$ cat src/rtl/vga_timing_gen.sv
// ---------------------------------------------------------------------------
// vga_timing_gen
//   Raster scan timing master for the display path. Divides the system clock
//   down to a pixel enable, runs the horizontal/vertical pixel counters and
//   decodes blanking and sync so that every output changes on the same clk
//   edge as the coordinates it describes.
//
// Ports
//   clk          in   system clock
//   rst_n        in   asynchronous reset, active-low
//   p_tick       out  pixel enable, one clk wide, once every CLK_DIV clks
//   x            out  horizontal position 0..H_TOTAL-1
//   y            out  vertical position 0..V_TOTAL-1
//   video_on     out  high inside the visible window
//   hsync        out  horizontal sync, active level SYNC_POL
//   vsync        out  vertical sync, active level SYNC_POL
//   line_start   out  one-clk pulse when x has just wrapped to 0
//   frame_start  out  one-clk pulse when (x,y) has just wrapped to (0,0)
// ---------------------------------------------------------------------------
module vga_timing_gen #(
    parameter int CLK_DIV   = 4,
    parameter int H_DISPLAY = 640,
    parameter int H_FRONT   = 16,
    parameter int H_SYNC    = 96,
    parameter int H_BACK    = 48,
    parameter int V_DISPLAY = 480,
    parameter int V_FRONT   = 10,
    parameter int V_SYNC    = 2,
    parameter int V_BACK    = 33,
    parameter int SYNC_POL  = 0
) (
    input  logic       clk,
    input  logic       rst_n,
    output logic       p_tick,
    output logic [9:0] x,
    output logic [9:0] y,
    output logic       video_on,
    output logic       hsync,
    output logic       vsync,
    output logic       line_start,
    output logic       frame_start
);

    localparam int H_TOTAL  = H_DISPLAY + H_FRONT + H_SYNC + H_BACK;
    localparam int V_TOTAL  = V_DISPLAY + V_FRONT + V_SYNC + V_BACK;
    localparam int HS_START = H_DISPLAY + H_FRONT;
    localparam int HS_END   = HS_START + H_SYNC;
    localparam int VS_START = V_DISPLAY + V_FRONT;
    localparam int VS_END   = VS_START + V_SYNC;

    localparam int DIV_W = (CLK_DIV > 1) ? $clog2(CLK_DIV) : 1;
    localparam logic [DIV_W-1:0] DIV_LAST = DIV_W'(CLK_DIV - 1);
    localparam logic SYNC_ACT = (SYNC_POL != 0);

    logic [DIV_W-1:0] div_cnt;
    logic [DIV_W-1:0] div_nxt;
    logic [9:0]       x_nxt;
    logic [9:0]       y_nxt;
    logic             h_wrap;
    logic             v_wrap;
    logic             vo_nxt;
    logic             hs_nxt;
    logic             vs_nxt;

    // Next-coordinate values; only committed on a pixel tick. Decoding from
    // these (rather than from x/y) keeps sync/blanking aligned with x/y.
    always_comb begin
        div_nxt = (div_cnt == DIV_LAST) ? '0 : div_cnt + DIV_W'(1);
        h_wrap  = (x == 10'(H_TOTAL - 1));
        v_wrap  = (y == 10'(V_TOTAL - 1));
        x_nxt   = h_wrap ? 10'd0 : x + 10'd1;
        y_nxt   = y;
        if (h_wrap) begin
            y_nxt = v_wrap ? 10'd0 : y + 10'd1;
        end
        vo_nxt  = (int'(x_nxt) < H_DISPLAY) && (int'(y_nxt) < V_DISPLAY);
        hs_nxt  = (int'(x_nxt) >= HS_START) && (int'(x_nxt) < HS_END);
        vs_nxt  = (int'(y_nxt) >= VS_START) && (int'(y_nxt) < VS_END);
    end

    always_ff @(posedge clk or negedge rst_n) begin
        if (!rst_n) begin
            div_cnt     <= '0;
            p_tick      <= 1'b0;
            x           <= 10'd0;
            y           <= 10'd0;
            video_on    <= 1'b0;
            hsync       <= ~SYNC_ACT;
            vsync       <= ~SYNC_ACT;
            line_start  <= 1'b0;
            frame_start <= 1'b0;
        end else begin
            div_cnt     <= div_nxt;
            // p_tick is high in the cycle where div_cnt holds its last value.
            p_tick      <= (div_nxt == DIV_LAST);
            line_start  <= 1'b0;
            frame_start <= 1'b0;
            if (p_tick) begin
                x           <= x_nxt;
                y           <= y_nxt;
                video_on    <= vo_nxt;
                hsync       <= hs_nxt ? SYNC_ACT : ~SYNC_ACT;
                vsync       <= vs_nxt ? SYNC_ACT : ~SYNC_ACT;
                line_start  <= h_wrap;
                frame_start <= h_wrap && v_wrap;
            end
        end
    end

endmodule

$ cat config.mk
export PLATFORM = sky130hd
export DESIGN_NAME = vga_timing_gen
export DESIGN_NICKNAME = d
export VERILOG_FILES = /design/src/rtl/vga_timing_gen.sv
export SDC_FILE = /design/constraint.sdc
export NUM_CORES = 1
export LEC_CHECK = 0
export CAP_MARGIN = 20
export CELL_PAD_IN_SITES_DETAIL_PLACEMENT = 1
export CELL_PAD_IN_SITES_GLOBAL_PLACEMENT = 2
export CORE_ASPECT_RATIO = 1.5
export CORE_UTILIZATION = 32
export CTS_CLUSTER_DIAMETER = 200
export CTS_CLUSTER_SIZE = 16
export DETAILED_ROUTE_END_ITERATION = 6
export PLACE_DENSITY = 0.84
export SLEW_MARGIN = 20
export SYNTH_ARGS = -nofsm -noshare
export SYNTH_HDL_FRONTEND = slang
export SYNTH_SLANG_ARGS = --single-unit
$ cat constraint.sdc
create_clock -name clk -period 2.8 [get_ports clk]
set_input_delay 0.56 -clock clk [delete_from_list [all_inputs] [get_ports clk]]
set_output_delay 0.56 -clock clk [all_outputs]
set_load 0.02 [all_outputs]
Word-level counts from Yosys, hierarchy flattened
Index checks and enable logic that the tools add are counted.
- register bits after elaboration: 28
- logic and storage cells: 34
- order comparisons: 6
- equal/unequal tests: 4
- add/subtract/negate cells: 3
- reduce and logical (&&, ||, !) cells: 4
- multiplexer cells: 8
- operator list (cell ; number):
    $mux 10 ; 3
    $add 10x1->10 const B ; 2
    $eq 10x10->1 const B ; 2
    $lt 10x10->1 const B ; 2
    $lt 10x9->1 const B ; 2
    $ge 10x10->1 const B ; 1
    $ge 10x9->1 const B ; 1
    $eq 2x2->1 const B ; 2
    $logic_and 1x1->1 ; 4
    $mux 1 ; 4
    $add 2x1->2 const B ; 1
    $mux 2 ; 1

Logic depth before layout (Yosys ltp)
- word-level depth: 6
- mapped depth: 8
- depth with buffers taken out: 7

Worst setup path after synthesis
Ideal clock, no wire load.
- kind: reg-to-reg
- start: reg x[0]
- end: reg video_on
- setup slack: 0.730 ns
- stages on the path, launching flop included: 9
- period minus slack after synthesis: 2.070 ns
- data required time: 2.704 ns
- data arrival time: 1.975 ns
- library setup time: 0.096 ns
- path through: dfrtp_1 ha_1 and4_1 buf_2 and3_1 buf_2 and2_1 o32a_1 o32ai_2
- longest elaborated chain between the ends: 4
- elaborated cells on any way between the ends: 7
- those cells by class: 1 x add/sub; 2 x order compare; 1 x eq/ne; 2 x mux; 1 x reduce/logical
- ends and longest elaborated chain (item ; RTL line ; text):
    from (decl) ; 35 ; output logic [9:0] x,
    from (signal assigned) ; 99 ; x <= x_nxt;
    $add 10x1->10 / $eq 10x10->1 (equally long branches) ; 71, 69 ;
    $mux 10, on equally long branches ; 71, 73 ;
    $lt 10x10->1 / $lt 10x9->1 (equally long branches) ; 76 ; vo_nxt = (int'(x_nxt) < H_DISPLAY) && (int'(y_nxt) < V_DISPLAY);
    $logic_and 1x1->1 * ; 76 ;
    to (signal assigned) ; 101 ; video_on <= vo_nxt;
    to (decl) ; 37 ; output logic video_on,
Mark *: on every way between the ends. The rest lies on a longest branch, timed or not.
A chain may end at the register's enable or synchronous reset.

Worst setup path in the final report
- start: reg x[0]
- end: reg y[4]
- longest elaborated chain between the ends: 2
- ends and longest elaborated chain (item ; RTL line ; text):
    $eq 10x10->1 ; 69 ; h_wrap = (x == 10'(H_TOTAL - 1));
    $mux 10 ; 73 ; if (h_wrap) begin
    to (signal assigned) ; 100 ; y <= y_nxt;
    to (decl) ; 36 ; output logic [9:0] y,
No other way between the ends.

==> flow_summary.ini <==
[run_status]
status = finished, final reports clean

[sta]
tightestPinTransition_ps = 392
drv_slew = 0
max_freq_mhz = 432
rsz0062_at_grt = no
hold_viol = 0
period_needed_ps = 2320
finalSetupTns_ps = 0
finClkSkew_ps = 2.46
finalCritPeriodShare_pct = 82.8
max_slew_margin_pct = 73.8
setup_viol = 0

[clock_network]
cts-root-buf = clkbuf_8
ctsHtreeMaxLevel = 1
clk-insertion-delay-late_ps = 280
cts_made_buffers = 3
clkTransAtPathRegs_ps = 100
post_cts_resized = 0
clock_path_buffers = 2
postCtsSetupBuffers = 0
cts_tree = yes
numClockSinks = 28
hold_buffers = 0

[global_route]
grt_pass1_wl_um = 8220
grt_max_degree = 29
grt_pass1_vias = 1657
grt.total_usage_pct = 18.0
overflow = 0
antenna_found_initial = 0

[critical_path]
r2r_slack_ps = 480
critical_path_arrival_ps = 2490
crit_required_ps = 2980
worstPathMaxFanout = 9
worst_setup_path_end_kind = flop
cp-start-kind = flop
critPathKind = reg2reg

[drt]
vias = 1573
drc = 0
via_per_inst = 5.44
wl_um = 4720
drt_iter0_markers = 51
wire_per_inst_um = 16.3
dr.pass1.iters = 4
antenna_left = 0

[finish]
synthToLayoutAreaGrowth_pct = 22.0
fin_area_um2 = 2130
drive_gt1_share_pct = 5.88
diodes = 0
fin_nets = 229
regArea_um2 = 703
multiInputGateArea_um2 = 960
fill_cells = 619

[yosys]
synthTopCellsByArea = dfrtp_1, nand3_1, nand2_1
ys_ff_latch = 28
ys_seq_area_share_pct = 40.2
netlist.area_leader.share_pct = 37.2
synth_area_per_cell_um2 = 8.70
netlist_instances = 201
synth_top_cell_by_area = dfrtp_1
syn_area_um2 = 1750
ys.warnings.count = 0
synth_edf_count = 0
mappedNetlistNets = 208
ys_types = 45
synth_ff_type = dfrtp_1
async_flop_share_pct = 100

[floorplanning]
die-area_um2 = 5770
die_y_um = 92.6
start_util_pct = 33.6
core.rowCount = 32
pin_count = 28
core-area_um2 = 5200
die_w_um = 62.4

[power]
vdd_drop_max_mv = 0.179
power.leakage_nw = 0.900
power.density_nw_per_um2 = 350

[placement]
placed_cell_area_um2 = 2060
dpl.hpwl_um = 3530
globalplace.congestion = 0.773
port_buffers = 27

[hold_path]
hp-class = reg2reg

[job]
cap_viol_max_count = 0
cell usage in the layout, fill, tap and decap left out, types with 3 or more instances in the layout:
cell type	Yosys	routed
a21oi_1	6	6
a31oi_1	5	5
and3_1	8	8
clkbuf_8	0	3
clkdlybuf4s50_1	0	27
dfrtp_1	26	26
ha_1	5	5
inv_1	8	8
nand2_1	23	23
nand3_1	19	19
nand4_1	6	6
nor2_1	15	15
nor3b_1	3	3
o21ai_0	14	14
or3_1	4	4
xnor2_1	7	7
per-layer routing:
layer | vias to the layer above | track usage, % | part of all wire, %
li1 | 767 | - | -
met1 | 774 | 20.0 | 40
met3 | 7 | 2.09 | 2.6
met5 | - | 0 | 0
met4 | 0 | 6.01 | 1.7
met2 | 25 | 35.0 | 55
flip-flops by register name, indices dropped and copies added, names as in the netlist:
signal and flops:
div_cnt 2, x 10, y 10, p_tick 1
frame_start 1, hsync 1, line_start 1, video_on 1
vsync 1
final timing paths:
kind / from / to / cells after the start
setup / recovery: x[0]$_DFFE_PN0P_ / y[4]$_DFFE_PN0P_ / 5
hold / removal: div_cnt[0]$_DFF_PN0_ / div_cnt[0]$_DFF_PN0_ / 1
setup reg to reg: x[0]$_DFFE_PN0P_ / y[4]$_DFFE_PN0P_ / 5
hold reg to reg: div_cnt[0]$_DFF_PN0_ / div_cnt[0]$_DFF_PN0_ / 1
max in group asynchronous: rst_n / hsync$_DFFE_PN1P_ / 2
min in group asynchronous: rst_n / x[1]$_DFFE_PN0P_ / 2
kinds of logic (layout without fill, tap and decap cells):
kind of cell,Yosys count,after routing,share of synthesized area (%)
multiplexers,4,4,2.43
flip-flops,28,28,40.2
AND/OR/NAND/NOR,94,94,29.3
XOR/XNOR,8,8,4.01
buffers and inverters,21,41,4.94
adder cells (fa/ha/maj),5,5,3.58
AO/OA/AOI/OAI,41,41,15.6
Yosys cell counts, types with 3 or more instances:
cell type	number
dfrtp_1	26
nand2_1	23
nand3_1	19
nor2_1	15
o21ai_0	14
and3_1	8
inv_1	8
clkbuf_1	7
xnor2_1	7
a21oi_1	6
buf_2	6
nand4_1	6
a31oi_1	5
ha_1	5
or3_1	4
nor3b_1	3
through the flow:
stage / cells / setup slack, ps / utilization, % / total power (W) / hold slack (ps)
floorplan: 201 / 730 / - / 0.000412 / 264
global placement: 285 / 631 / 39.6 / 0.000423 / 444
detailed placement: 285 / 511 / 39.6 / 0.000423 / 466
CTS: 289 / 487 / 41.0 / 0.000760 / 478
global route: 289 / 298 / 41.0 / 0.000772 / 494
finish: 289 / 483 / 41.0 / 0.000747 / 473
cell type report:
cell class,instances,area share (%)
Clock buffer,3,1.93
Clock inverter,1,1.41
Inverter,8,1.41
Multi-Input combinational cell,152,45.0
Sequential cell,28,32.9
Tap cell,68,3.99
Timing Repair Buffer,29,13.4
power by group:
group | switching, W | leakage [nW] | internal, W
sequential | 0 | 0.365 | 0.000404
clock | 0.000140 | 0.0357 | 0.000192
combinational | 0.00000806 | 0.500 | 0.00000213
worst max-delay path, cell delays in order, from the launching register on:
cell	delay, ps
dfrtp_1	460
ha_1	290
and4_1	390
nand4_1	380
nor2_1	340
mux2_1	350
Note: power is estimated with default switching activity, not from simulation.
==> edit (same flow settings) <==
Change the parameter `CLK_DIV` from 4 to 8.
--- a/src/rtl/vga_timing_gen.sv
+++ b/src/rtl/vga_timing_gen.sv
@@ -18,7 +18,7 @@
 //   frame_start  out  one-clk pulse when (x,y) has just wrapped to (0,0)
 // ---------------------------------------------------------------------------
 module vga_timing_gen #(
-    parameter int CLK_DIV   = 4,
+    parameter int CLK_DIV   = 8,
     parameter int H_DISPLAY = 640,
     parameter int H_FRONT   = 16,
     parameter int H_SYNC    = 96,
Behaviour: not the same (Yosys sat finds a counterexample within 4 cycles, from zero or initial values and one cycle with rst_n low).
==> edit against the unedited design <==
Setup slack lost 36 ps. Global-route usage is essentially flat. Cell area grew 0.94%. Power grew 19%. Sequential share of layout area grew 0.86 points. Routed wire length shrank 7.9%. Sequential cell count grew 1. Area after synthesis shrank 2.8%. Critical endpoint is now video_on$_DFFE_PN0P_. Largest power group is now the clock network. Highest routed layer unchanged.
==> edit: results (changes against the unedited design) <==
* Fraction of the yosys area taken by sequential cells: 42.8% (was 40.2%)
- Post-detailed-placement half-perimeter wirelength: 3090 um (was 3530 um)
- The mean number of vias per cell came to 5.12 (was 5.44).
- Max stage delay cell, worst path: sky130_fd_sc_hd__nor4_4 (was sky130_fd_sc_hd__dfrtp_1)
- The fraction of synthesized area in multiplexers was 2.43% (about the same).
- Number of global-route vias before repair: 1457 (was 1657)
* Number of H-tree levels: 2 (was 1)
- The placer congestion estimate came to 0.761 (was 0.773).
- The total leakage power is 0.894 nW (was 0.900 nW).
- The maximum number of pins on one net before global-route repair came to 30 (was 29).
- FF-to-FF End: video_on$_DFFE_PN0P_ (was y[4]$_DFFE_PN0P_)
- The number of placed cells counting well taps was 272 (was 285).
- The met2 layer usage reported by global route was 28.0% (was 35.0%).
* Largest registers in the final layout: x x10, y x10, div_cnt x3 (was x x10, y x10, div_cnt x2)
* Switching portion of total power: 20.0% (was 19.9%)
- Proportion of layout cells with a drive suffix above 1: 11.3% (was 5.88%)
- The internal reg-to-reg setup slack was 450 ps (was 480 ps).
- Placement Cell Area: 0.00204 mm^2 (was 0.00206 mm^2)
- Net total in the final layout: 219 (was 229)
- Adder-cell share of the synthesized area: 4.42% (was 3.58%)
- The total clock buffers created by CTS was 5 (was 3).
- Run status: finished clean (unchanged)
* Distinct cell type count after synthesis: 46 (was 45)
* Worst Clk Skew: 7.11 ps (was 2.46 ps)
* Drt first-iter violations: 50 (was 51)
- Met1 WL: 1860 um (was 1900 um)
- Wire per inst: 15.5 um (was 16.3 um)
- Worst Reg2Reg Path Length in Cells: 7 (was 5)
- Cell types occupying the most area after synthesis: sky130_fd_sc_hd__dfrtp_1, sky130_fd_sc_hd__o21ai_0, sky130_fd_sc_hd__nand2_1 (was sky130_fd_sc_hd__dfrtp_1, sky130_fd_sc_hd__nand3_1, sky130_fd_sc_hd__nand2_1).
* Maximum ir drop on the vdd rail: 0.200 mV (was 0.179 mV)
- The period utilization was 84.0% (was 82.8%).
* Post-synthesis instance total: 182 (was 201)
- The length of routed met3 wiring came to 123 um (was 121 um).
- Met2 routed WL: 2240 um (was 2620 um)
- Worst-case headroom to the max-slew limit: 64.4% (was 73.8%)
- The synthesized-area fraction occupied by ao, oa, aoi and oai cells came to 13.8% (was 15.6%).
- The post-layout instance count excluding filler cells came to 280 (was 289).
- Total global routing track utilization: 18.0% (about the same)
edit: cell count changes after synthesis, moves of 3 or more:
cell | unedited run | this run
sky130_fd_sc_hd__a31oi_1 | 5 | 0
sky130_fd_sc_hd__nand3_1 | 19 | 8
sky130_fd_sc_hd__nor4_1 | 0 | 3
sky130_fd_sc_hd__buf_2 | 6 | 2
sky130_fd_sc_hd__xor2_1 | 1 | 5
sky130_fd_sc_hd__and3_1 | 8 | 3
sky130_fd_sc_hd__a21oi_1 | 6 | 2
sky130_fd_sc_hd__or3_1 | 4 | 1
edit: layout make-up:
class	count	area [um^2]
sequential	29	728
timing repair buffer	32	308
clock buffer	7	86.3
multi-input combinational	136	891
inverter	7	26.3
fill	619	2970
tap	68	85.1
clock inverter	1	30.0
edit: power by group through the flow:
stage	clock, mW	sequential [mW]	combinational [mW]
global placement	0	0.427	0.0115
CTS	0.472	0.419	0.0117
detailed placement	0	0.427	0.0118
finish	0.460	0.419	0.0105
floorplan	0	0.427	0.000000364
global route	0.488	0.419	0.0130
